$ cat config.mk
export PLATFORM = sky130hd
export DESIGN_NAME = sprite_fetch
export DESIGN_NICKNAME = d
export VERILOG_FILES = /design/src/rtl/sprite_fetch.sv
export SDC_FILE = /design/constraint.sdc
export NUM_CORES = 1
export LEC_CHECK = 0
export BUFFER_PORTS_ARGS = -buffer_cell sky130_fd_sc_hd__buf_4
export CAP_MARGIN = 20
export CORE_MARGIN = 2
export CORE_UTILIZATION = 50
export DETAILED_ROUTE_END_ITERATION = 10
export GPL_TIMING_DRIVEN = 0
export PLACE_DENSITY = 0.77
export SYNTH_ARGS = -nofsm -noshare
export SYNTH_HDL_FRONTEND = slang
export SYNTH_SLANG_ARGS = --single-unit
$ cat constraint.sdc
create_clock -name clka -period 3 [get_ports clka]
set_clock_uncertainty 0.1 [all_clocks]
set_input_delay 0.3 -clock clka [delete_from_list [all_inputs] [get_ports clka]]
set_output_delay 0.3 -clock clka [all_outputs]
set_load 0.1 [all_outputs]
$ cat src/rtl/sprite_fetch.sv
// sprite_fetch: sprite ROM address generator and pixel compositor.
// Ports: clka/rsta (async high), frame_start, pix_x/pix_y/pix_de scan,
//   obj_x/obj_y/facing sprite placement, bg_rgb background pixel,
//   rom_addr/rom_data sync ROM (1-cycle read), out_rgb/out_de/out_hit.
// Optional: define SPRITE_MIRROR_EN to honour facing (horizontal mirror).
// Latency from scan inputs to out_* is 3 clocks.
module sprite_fetch #(
    parameter int unsigned SPR_W = 33,
    parameter int unsigned SPR_H = 30,
    parameter logic [15:0] KEY   = 16'h0000
) (
    input  logic        clka,
    input  logic        rsta,
    input  logic        frame_start,
    input  logic [9:0]  pix_x,
    input  logic [9:0]  pix_y,
    input  logic        pix_de,
    input  logic [9:0]  obj_x,
    input  logic [9:0]  obj_y,
    input  logic        facing,
    input  logic [15:0] bg_rgb,
    output logic [9:0]  rom_addr,
    input  logic [15:0] rom_data,
    output logic [15:0] out_rgb,
    output logic        out_de,
    output logic        out_hit
);

    localparam logic [10:0] W11      = 11'(SPR_W);
    localparam logic [10:0] H11      = 11'(SPR_H);
    localparam logic [9:0]  STEP     = 10'(SPR_W);
    localparam logic [9:0]  BASE_MAX = 10'(SPR_W * (SPR_H - 1));

    logic [9:0]  ox;
    logic [9:0]  oy;
    logic        armed;
    logic [9:0]  base;
    logic        line_hit;
    logic        de_q;
    logic        de_fall;
    logic        x_in;
    logic        y_in;
    logic        win;
    logic [9:0]  col;
    logic [9:0]  eff_col;
    logic [9:0]  addr_nxt;
    logic        win1;
    logic        de1;
    logic [15:0] bg1;
    logic        win2;
    logic        de2;
    logic [15:0] bg2;
    logic        hit_nxt;

    // Window bounds compared in 11 bits so ox+SPR_W never wraps.
    assign x_in = ({1'b0, pix_x} >= {1'b0, ox}) &&
                  ({1'b0, pix_x} <  ({1'b0, ox} + W11));
    assign y_in = ({1'b0, pix_y} >= {1'b0, oy}) &&
                  ({1'b0, pix_y} <  ({1'b0, oy} + H11));
    assign win  = pix_de && x_in && y_in;

    // Column always comes from pix_x, so right-edge clipping is harmless.
    assign col = pix_x - ox;

`ifdef SPRITE_MIRROR_EN
    localparam logic [9:0] WM1 = 10'(SPR_W - 1);
    logic fc;

    always_ff @(posedge clka or posedge rsta) begin
        if (rsta) begin
            fc <= 1'b0;
        end else if (frame_start) begin
            fc <= facing;
        end
    end

    assign eff_col = fc ? (WM1 - col) : col;
`else
    logic unused_facing;
    assign unused_facing = facing;
    assign eff_col       = col;
`endif

    assign addr_nxt = base + eff_col;
    assign de_fall  = de_q && !pix_de;

    // Frame-level placement; armed gates hits until a frame_start is
    // seen so a mid-frame reset cannot composite garbage.
    always_ff @(posedge clka or posedge rsta) begin
        if (rsta) begin
            ox    <= '0;
            oy    <= '0;
            armed <= 1'b0;
        end else if (frame_start) begin
            ox    <= obj_x;
            oy    <= obj_y;
            armed <= 1'b1;
        end
    end

    // Row base advances by SPR_W at the end of every line that touched
    // the sprite rows; it is always a multiple of SPR_W, so the
    // below-max test alone keeps it inside the ROM.
    always_ff @(posedge clka or posedge rsta) begin
        if (rsta) begin
            base     <= '0;
            line_hit <= 1'b0;
            de_q     <= 1'b0;
        end else begin
            de_q <= pix_de;
            if (frame_start) begin
                base     <= '0;
                line_hit <= 1'b0;
            end else if (de_fall) begin
                line_hit <= 1'b0;
                if (line_hit && (base < BASE_MAX)) begin
                    base <= base + STEP;
                end
            end else if (pix_de && y_in) begin
                line_hit <= 1'b1;
            end
        end
    end

    // Stage 1: address out to ROM, flags and background alongside.
    always_ff @(posedge clka or posedge rsta) begin
        if (rsta) begin
            rom_addr <= '0;
            win1     <= 1'b0;
            de1      <= 1'b0;
            bg1      <= '0;
        end else begin
            if (win) begin
                rom_addr <= addr_nxt;
            end
            win1 <= win && armed;
            de1  <= pix_de;
            bg1  <= bg_rgb;
        end
    end

    // Stage 2: aligns flags with the ROM word appearing this cycle.
    always_ff @(posedge clka or posedge rsta) begin
        if (rsta) begin
            win2 <= 1'b0;
            de2  <= 1'b0;
            bg2  <= '0;
        end else begin
            win2 <= win1;
            de2  <= de1;
            bg2  <= bg1;
        end
    end

    assign hit_nxt = win2 && (rom_data != KEY);

    // Stage 3: composite.
    always_ff @(posedge clka or posedge rsta) begin
        if (rsta) begin
            out_rgb <= '0;
            out_de  <= 1'b0;
            out_hit <= 1'b0;
        end else begin
            out_rgb <= hit_nxt ? rom_data : bg2;
            out_de  <= de2;
            out_hit <= hit_nxt;
        end
    end

endmodule

==> results_dict.tcl, run 1 <==
set metrics [dict create \
    cp-start-kind "register" \
    cp.required_ps 3160 \
    grt_pass1_wl_mm 19.0 \
    path_max_fanout 5 \
    syn_area_um2 5010 \
    dr.first_iter.drc_count 161 \
    synthArstFlopShare_pct 100 \
    cts_root_buffer "clkbuf_8" \
    fin_ws_ps -216 \
    reg2reg_to "rom_addr[0]" \
    mostFrequentLayoutCell "buf_4" \
    max_cap_viol_count 0 \
    worstPathBufferInverterCount 2 \
    critical_path.endpoint "rom_addr[0]" \
    period_minus_slack_ps 3220 \
    clk_latency_ps 360 \
    final_cell_mix "buf_4, dfrtp_1, inv_1, ha_1, nand2_1" \
    powerDensity_nw_per_um2 601 \
    multi_input_area_um2 2420 \
    vdd_ir_drop_max_uv 349 \
    drive_gt1_share_pct 29.1 \
    crit_family "compound AO/OA/AOI/OAI gates" \
    syn_avg_cell_area_um2 11.1 \
    clockBufferDepth 2 \
    gp_congestion 0.904 \
    cp-end-kind "register" \
    finalHoldViolations 0 \
    pre_cts_slack_ps -433 \
    cts_num_sinks 96 \
    fin_nets 738 \
    drc 0 \
    yosysSeqAreaShare_pct 47.9 \
    synth_nets 591 \
    final_area_um2 6520 \
    rows 36 \
    postSynthCellCount 452 \
    reg2reg_slack_ps -220 \
    setup_viol 11 \
    ys_ff_latch 96 \
    coreArea_um2 9770 \
    die-area_um2 10800 \
    worst_pin_slew_ps 615 \
    syn_to_final_growth_pct 30.0 \
    crit_cells 14 \
    slowest_delay_ps 390 \
    reg2reg_depth 14 \
    min_path_type "in2reg" \
    cp_slowest_cell "dfrtp_1" \
    finalCritPeriodShare_pct 107 \
    wl_per_cell_um 14.9 \
    worstPathCellList "ha_2 > nand3_2 > o21a_1 > nor3_2 > xnor2_1 > ha_1 > a21o_1 > a211o_1 > o22ai_1 > nor2_1 > a211oi_2 > buf_4 > buf_8 > mux2_4" \
    grt_setup_unrepaired "yes" \
    grt_overflow 0 \
    final-max-slew-violation-count 0 \
    port_buffers 102 \
    place_area_um2 5990 \
    synth_edf_count 0 \
    critPathLaunch "ox[0]" \
    relSlewSlack_pct 59.0 \
    clkTransAtPathRegs_ps 100 \
    max_clock_freq_mhz 311 \
    first_global_vias 4096 \
    grt_max_degree 50 \
    ios 105 \
    leakage_nw 3.19 \
    fillers 753 \
    die_x_um 104 \
    regArea_um2 2400 \
    cts_tree "done" \
    synth-main-ff-cell "dfrtp_1" \
    diodes 0 \
    worstSetupPathType "reg2reg" \
    antenna_found_initial 0 \
    start_util_pct 51.3 \
    total_power_mw 3.91 \
    dp.final_hpwl_mm 8.09 \
    violations "setup timing" \
    r2r_start "ox[0]" \
    status "finished, violations left" \
    dr.pass1.iters 4 \
    fp.dieH_um 104 \
    synthDistinctLibCells 49 \
    grt_usage_pct 21.9 \
    vias 3777 \
    worst_ep_arrival_time_ps 3370 \
    vias_per_cell 5.12 \
    cts_max_level 3 \
    route.final.wire_length_mm 11.0 \
    numCtsBuffers 9 \
    drt.antenna.violating_nets 0 \
    ys_warn_count 0 \
]
-- synthesized netlist by cell type, types with 3 or more instances --
cell | n | area share (%)
xnor2_1 | 24 | 4.2
a21o_1 | 8 | 1.2
clkbuf_1 | 5 | 0.37
mux2_2 | 25 | 5.6
o21ai_0 | 35 | 3.5
xor2_1 | 8 | 1.4
nand2b_1 | 3 | 0.37
a31oi_1 | 4 | 0.50
fa_1 | 9 | 3.6
nor2b_1 | 3 | 0.37
nand3_1 | 4 | 0.40
nor2_1 | 17 | 1.3
nor4_1 | 4 | 0.50
dfrtp_1 | 96 | 48
nand2_1 | 37 | 2.8
ha_1 | 53 | 13
inv_1 | 53 | 4.0
nand4_1 | 5 | 0.62
nor3_1 | 8 | 0.80
a21oi_1 | 14 | 1.4
-- layout make-up --
type	count	share of cell area (%)
plain buffers	9	0.730
flip-flops and latches	96	36.9
inverters	53	3.09
clock buffers	9	1.90
clock inverters	7	0.902
repair buffers	136	16.8
well taps	133	2.55
multi-input cells	294	37.1
-- worst min path at each step --
stage,start,endpoint,slack (ps),depth (start not counted)
CTS,obj_y[5],oy[5],20,3
global placement,bg1[12],bg2[12],230,0
global route,obj_y[5],oy[5],50,3
finish,obj_y[5],oy[5],40,3
detailed placement,bg1[6],bg2[6],240,0
floorplan,bg1[0],bg2[0],230,0
-- routing by layer --
| metal | routed length [µm] | track usage [%] | share of wire (%) | vias to the layer above |
|---|---|---|---|---|
| met4 | 298 | 8.01 | 2.7 | 0 |
| met2 | 5710 | 39.6 | 52 | 85 |
| met5 | 0 | 0 | 0 | - |
| li1 | - | - | - | 1830 |
| met1 | 4670 | 26.6 | 42 | 1838 |
| met3 | 335 | 3.32 | 3.0 | 24 |
-- power breakdown --
part	switching, mW	internal, mW
combinational	1.07	0.540
clock	0.479	0.318
sequential	0.0749	1.43
-- timing repair --
| item | in CTS | in global routing |
|---|---|---|
| cloned | 1 | 0 |
| resized for setup | 7 | 10 |
| hold buffers | 18 | 0 |
| setup buffers | 11 | 4 |
| endpoints found under the setup margin | 11 | 11 |
| endpoints found under the hold margin | 65 | 0 |
| pin swaps | 2 | 10 |
-- worst min-delay path, stage by stage --
cell and delay [ps]:
buf_4 80, nand2_1 40, o21ai_0 50
-- sequential cells by signal, summed over array words and instances, names as in the netlist, 10 cells and up --
register and count:
rom_addr 10, out_rgb 16, ox 10, oy 10
bg2 16, bg1 16, base 10
-- per-stage QoR --
stage / hold slack (ps) / instances / TNS [ps] / util [%]
finish: 42.1 / 737 / -2130 / 66.7
global route: 51.5 / 737 / -3540 / 66.7
CTS: 22.2 / 734 / -1830 / 66.1
detailed placement: 236 / 688 / -4090 / 61.3
global placement: 231 / 687 / -90510 / 61.0
floorplan: 231 / 452 / 0 / -
-- logic make-up after synthesis --
| kind of cell | count (synthesis) | share of synthesized area (%) |
|---|---|---|
| fa+ha+maj | 62 | 16.8 |
| buf+inv | 62 | 4.84 |
| xor+xnor | 32 | 5.59 |
| mux | 26 | 5.81 |
| compound gates | 83 | 10.5 |
| simple gates | 91 | 8.49 |
| flops | 96 | 47.9 |
Note: power is estimated with default switching activity, not from simulation.
==> run 2, diff against run 1 <==
--- a/config.mk
+++ b/config.mk
@@ -7,11 +7,13 @@
 export LEC_CHECK = 0
 export BUFFER_PORTS_ARGS = -buffer_cell sky130_fd_sc_hd__buf_4
 export CAP_MARGIN = 20
-export CORE_MARGIN = 2
-export CORE_UTILIZATION = 50
+export CELL_PAD_IN_SITES_DETAIL_PLACEMENT = 0
+export CELL_PAD_IN_SITES_GLOBAL_PLACEMENT = 1
+export CORE_MARGIN = 5
+export CORE_UTILIZATION = 39
 export DETAILED_ROUTE_END_ITERATION = 10
 export GPL_TIMING_DRIVEN = 0
-export PLACE_DENSITY = 0.77
+export PLACE_DENSITY_LB_ADDON = 0.1
 export SYNTH_ARGS = -nofsm -noshare
 export SYNTH_HDL_FRONTEND = slang
 export SYNTH_SLANG_ARGS = --single-unit
==> run 2 against run 1 <==
Effect of this change:
- die area is 40% higher
- via count decreased by 4.2%
- final cell count grew 4.6%
- the flow still finishes with violations (setup timing)
- first-iteration DRC count up 27%
- total power rose by 9.0%
- sequential cell count unchanged
- routed wire length is 0.19% higher
- largest cell class unchanged
- sequential share of layout area decreased by 0.83 points
- critical path type unchanged
- combinational power is essentially flat
- global-route usage fell by 6.6 points
- non-clock buffer count is 5 lower
- worst setup slack improved by 85 ps
==> results_dict.tcl, run 2 (same netlist as run 1, synthesis figures left out) <==
set metrics [dict create \
    mostFrequentLayoutCell "buf_4" \
    worst_pin_slew_ps 568 \
    p_comb_share_pct 37.1 \
    cts_max_level 3 \
    ios 105 \
    min_path_type "in2reg" \
    grt_usage_pct 15.3 \
    final_cell_mix "buf_4, dfrtp_1, inv_1, ha_1, nand2_1" \
    path_max_fanout 4 \
    antenna_found_initial 0 \
    finalHoldViolations 0 \
    seq_power_share_pct 35.4 \
    grt_max_degree 57 \
    worst_ep_arrival_time_ps 3260 \
    die-area_um2 15200 \
    cts_num_sinks 96 \
    dr.pass1.iters 4 \
    pre_cts_slack_ps -418 \
    max_clock_freq_mhz 319 \
    max_cap_viol_count 0 \
    reg2reg_to "rom_addr[5]" \
    gp_congestion 0.817 \
    cts_tree "done" \
    vias 3617 \
    critPathLaunch "ox[0]" \
    final-max-slew-violation-count 0 \
    grt_overflow 0 \
    grt_pass1_wl_mm 18.0 \
    first_global_vias 3658 \
    rows 41 \
    relSlewSlack_pct 62.1 \
    clkTransAtPathRegs_ps 70 \
    clk_latency_ps 340 \
    worstSetupPathType "reg2reg" \
    port_buffers 102 \
    route.final.wire_length_mm 11.0 \
    vdd_ir_drop_max_uv 452 \
    dp.final_hpwl_mm 8.35 \
    critical_path.endpoint "rom_addr[5]" \
    cp_slowest_cell "dfrtp_2" \
    start_util_pct 39.7 \
    reg2reg_slack_ps -130 \
    violations "setup timing" \
    place_area_um2 6040 \
    fillers 1166 \
    final_area_um2 6670 \
    switching_share_pct 38.3 \
    worstPathCellList "ha_4 > nand3_4 > o21a_1 > nor3_2 > xnor2_1 > ha_1 > a21o_1 > a211o_1 > o22ai_2 > nor2_1 > a211oi_2 > buf_4 > buf_6 > mux2_2" \
    vias_per_cell 4.69 \
    diodes 0 \
    finalCritPeriodShare_pct 104 \
    syn_to_final_growth_pct 33.1 \
    drive_gt1_share_pct 29.2 \
    power_switching_mw 1.63 \
    cp-start-kind "register" \
    clockPowerShare_pct 27.5 \
    leakage_nw 3.22 \
    grt_setup_unrepaired "yes" \
    top_regs "bg1 (16), bg2 (16), out_rgb (16)" \
    powerDensity_nw_per_um2 639 \
    cp-end-kind "register" \
    coreArea_um2 12600 \
    cp.required_ps 3130 \
    period_minus_slack_ps 3130 \
    drc 0 \
    dr.first_iter.drc_count 205 \
    fin_ws_ps -130 \
    cts_root_buffer "clkbuf_16" \
    r2r_start "ox[0]" \
    setup_viol 11 \
    slowest_delay_ps 400 \
    wl_per_cell_um 14.3 \
    clockBufferDepth 2 \
    numCtsBuffers 9 \
    drt.antenna.violating_nets 0 \
    fin_nets 733 \
    reg2reg_depth 14 \
    status "finished, violations left" \
    die_x_um 123 \
    p_int_mw 2.63 \
    fp.dieH_um 123 \
]
-- run 2: cell types whose count changed in the layout (fill, tap and decap cells not counted), sizes merged --
cell,previous run,this run
inv,58,55
bufinv,0,1
buf,122,117
clkbuf,14,16
-- run 2: through the flow --
step / power [mW] / utilization (%) / hold WS, ps / TNS (ps) / instances
finish: 4.27 / 52.9 / 60.0 / -1180 / 771
detailed placement: 3.05 / 47.8 / 235 / -3940 / 727
CTS: 4.30 / 52.6 / 41.6 / -1450 / 770
global route: 4.50 / 52.9 / 51.7 / -2980 / 771
floorplan: 2.67 / - / 231 / 0 / 452
global placement: 3.03 / 47.6 / 232 / -110200 / 726
-- run 2: worst min-delay path by stage --
| stage | startpoint | endpoint | depth (start not counted) |
|---|---|---|---|
| after detailed placement | win1 | win2 | 0 |
| after global routing | obj_y[2] | oy[2] | 3 |
| final | obj_y[5] | oy[5] | 3 |
| after CTS | obj_y[5] | oy[5] | 3 |
| after floorplan | bg1[0] | bg2[0] | 0 |
| after global placement | bg1[1] | bg2[1] | 0 |
-- run 2: layer usage --
layer / track usage, % / part of all wire [%] / wire, µm / vias up
met2: 24.7 / 46 / 5100 / 88
met5: 0 / 0 / 0 / -
met1: 20.4 / 47 / 5200 / 1696
met3: 3.06 / 5.5 / 605 / 7
met4: 5.95 / 1.1 / 124 / 0
li1: - / - / - / 1826
-- run 2: worst max-delay path: cells and delay by family, from the launching register on --
kind,cells,cell delay (ps)
compound gates,5,1040
flops,1,400
simple gates,3,290
buf+inv,2,290
mux,1,320
xor+xnor,1,140
fa+ha+maj,2,420
-- run 2: final cells by class --
cell class / instances / area (µm²) / share of cell area [%]
multi-input combinational: 294 / 2440 / 36.6
clock buffer: 11 / 243 / 3.64
buffer: 9 / 47.5 / 0.712
sequential: 96 / 2410 / 36.1
inverter: 53 / 201 / 3.02
tap: 172 / 215 / 3.22
clock inverter: 5 / 63.8 / 0.956
timing repair buffer: 131 / 1050 / 15.8
-- run 2: power by group through the flow --
stage / clock network, mW / logic (mW) / registers, mW
2_1_floorplan: 0 / 0.498 / 2.17
3_3_place_gp: 0 / 1.50 / 1.53
3_5_place_dp: 0 / 1.52 / 1.54
4_1_cts: 1.21 / 1.58 / 1.51
5_1_grt: 1.27 / 1.70 / 1.53
6_report: 1.17 / 1.58 / 1.51
-- run 2: timing repair --
item,CTS,global route
hold buffers,18,0
hold endpoints to repair,57,0
cloned,1,0
buffers inserted,8,1
setup endpoints to repair,11,11
pin swaps,1,0
gates resized for setup,11,8
==> run 3, diff against run 2 <==
--- a/config.mk
+++ b/config.mk
@@ -10,10 +10,12 @@
 export CELL_PAD_IN_SITES_DETAIL_PLACEMENT = 0
 export CELL_PAD_IN_SITES_GLOBAL_PLACEMENT = 1
 export CORE_MARGIN = 5
-export CORE_UTILIZATION = 39
+export CORE_UTILIZATION = 40
+export CTS_BUF_LIST = sky130_fd_sc_hd__clkbuf_2
 export DETAILED_ROUTE_END_ITERATION = 10
 export GPL_TIMING_DRIVEN = 0
 export PLACE_DENSITY_LB_ADDON = 0.1
+export SETUP_SLACK_MARGIN = 0.4
 export SYNTH_ARGS = -nofsm -noshare
 export SYNTH_HDL_FRONTEND = slang
 export SYNTH_SLANG_ARGS = --single-unit
==> run 3 against run 2 <==
Effect of this change:
- the run still ends with setup timing left
- routed wire length increased by 5.6%
- fmax down 1.3%
- final cell count is 5.3% higher
- die area shrank 2.3%
- register-to-register slack worse by 40 ps
- largest cell class unchanged
- non-clock buffer count increased by 44
- sequential cell count is the same
- sequential power about the same
- design area up 3.9%
- count of clock-buffer cells in the layout decreased by 2
- critical path type unchanged
- worst setup slack worse by 42 ps
- sequential share of layout area decreased by 1.4 points
==> results_dict.tcl, run 3 (same netlist as run 1, synthesis figures left out) <==
set metrics [dict create \
    status "finished, violations left" \
    violations "setup timing" \
    cp-end-kind "register" \
    dp.final_hpwl_mm 8.64 \
    numCtsBuffers 9 \
    drc 0 \
    path_max_fanout 5 \
    start_util_pct 41.2 \
    fp.dieH_um 122 \
    coreArea_um2 12200 \
    fillers 1085 \
    vias_per_cell 4.74 \
    vias 3846 \
    leakage_nw 3.34 \
    mostFrequentLayoutCell "buf_4" \
    seq_power_share_pct 39.6 \
    p_int_mw 2.15 \
    min_path_type "in2reg" \
    vdd_ir_drop_max_uv 236 \
    die_x_um 122 \
    final_cell_mix "buf_4, dfrtp_1, dlygate4sd3_1" \
    wl_per_cell_um 14.3 \
    finalCritPeriodShare_pct 106 \
    route.final.wire_length_mm 11.7 \
    clockBufferDepth 2 \
    top_regs "bg1 (16), bg2 (16), out_rgb (16)" \
    cp.required_ps 3430 \
    grt_max_degree 41 \
    dr.pass1.iters 5 \
    cp_slowest_cell "dfrtp_2" \
    cp-start-kind "register" \
    grt_usage_pct 16.5 \
    powerDensity_nw_per_um2 549 \
    final-max-slew-violation-count 0 \
    slowest_delay_ps 440 \
    switching_share_pct 43.7 \
    fin_ws_ps -172 \
    cts_root_buffer "clkbuf_2" \
    rows 40 \
    finalHoldViolations 0 \
    ios 105 \
    worstPathCellList "buf_6 > ha_4 > nand3_4 > o21a_1 > nor3_2 > xnor2_1 > ha_1 > a21o_1 > a211o_1 > o22ai_2 > nor2_2 > a211oi_2 > buf_4 > buf_8 > mux2_4" \
    p_comb_share_pct 43.4 \
    worst_pin_slew_ps 912 \
    max_clock_freq_mhz 315 \
    grt_pass1_wl_mm 19.2 \
    dr.first_iter.drc_count 117 \
    fin_nets 777 \
    max_cap_viol_count 0 \
    cts_tree "done" \
    period_minus_slack_ps 3170 \
    cts_max_level 3 \
    relSlewSlack_pct 39.1 \
    port_buffers 102 \
    total_power_mw 3.81 \
    worst_ep_arrival_time_ps 3600 \
    worstSetupPathType "reg2reg" \
    die-area_um2 14900 \
    drt.antenna.violating_nets 0 \
    antenna_found_initial 1 \
    setup_viol 11 \
    power_switching_mw 1.66 \
    syn_to_final_growth_pct 38.4 \
    drive_gt1_share_pct 28.3 \
    pre_cts_slack_ps -431 \
    clk_latency_ps 620 \
    first_global_vias 3993 \
    cts_num_sinks 96 \
    grt_overflow 0 \
    clkTransAtPathRegs_ps 270 \
    grt_setup_unrepaired "yes" \
    clockPowerShare_pct 17.0 \
    gp_congestion 0.803 \
]
run 3: routing by layer:
layer,share of wire (%),track usage (%),wire length (µm)
met5,0,0,0
met4,2.0,6.65,233
met3,4.2,2.65,495
met2,50,28.0,5820
met1,44,21.0,5110
run 3: area by class of cell:
type	count	area, µm²	share of cell area, %
inverters	53	203	2.92
plain buffers	9	47.5	0.685
repair buffers	175	1500	21.6
multi-input cells	294	2450	35.4
well taps	168	210	3.03
clock buffers	9	45.0	0.649
clock inverters	7	70.1	1.01
diodes	1	2.50	0.0361
flip-flops and latches	96	2400	34.7
run 3: power groups by stage:
stage	clock network [mW]	registers (mW)	logic [mW]
after floorplan	0	2.17	0.499
after global routing	0.721	1.53	1.77
final	0.649	1.51	1.65
after global placement	0	1.53	1.50
after CTS	0.670	1.51	1.64
after detailed placement	0	1.53	1.52
run 3: timing repair:
item                                    CTS  global route
cloned                                    1             0
hold buffers                             55             0
buffers inserted                         11             4
resized for setup                        18            10
hold endpoints to repair                 94             0
pin swaps                                 5             6
endpoints found under the setup margin   11            12
run 3: final timing paths:
kind / from / to / slack [ps] / cells after the start
worst min-delay path: frame_start / oy[0] / 40 / 2
max in group asynchronous: rsta / ox[2] / 1640 / 5
worst max register to register: ox[0] / rom_addr[6] / -170 / 15
worst max-delay path: ox[0] / rom_addr[6] / -170 / 15
min in group asynchronous: rsta / out_rgb[3] / 250 / 3
worst min register to register: bg1[11] / bg2[11] / 270 / 0
run 3: stage by stage:
step                      setup TNS, ps  cell area, µm²  utilization (%)  instances  hold WS [ps]
after global routing              -3030            6940             57.0        812          40.5
after global placement            -3890            6010             49.4        722           232
after detailed placement          -4080            6050             49.7        724           235
final                             -1640            6940             57.0        812          40.4
after floorplan                       0            5030                -        452           231
after CTS                         -1250            6870             56.5        807          23.8
run 3: critical path: cells and delay by family (launching register included):
family	cells	cell delay (ps)
AO/OA/AOI/OAI	5	1030
flip-flops	1	440
AND/OR/NAND/NOR	3	250
buffers and inverters	3	420
multiplexers	1	290
adder cells (fa/ha/maj)	2	410
XOR/XNOR	1	160
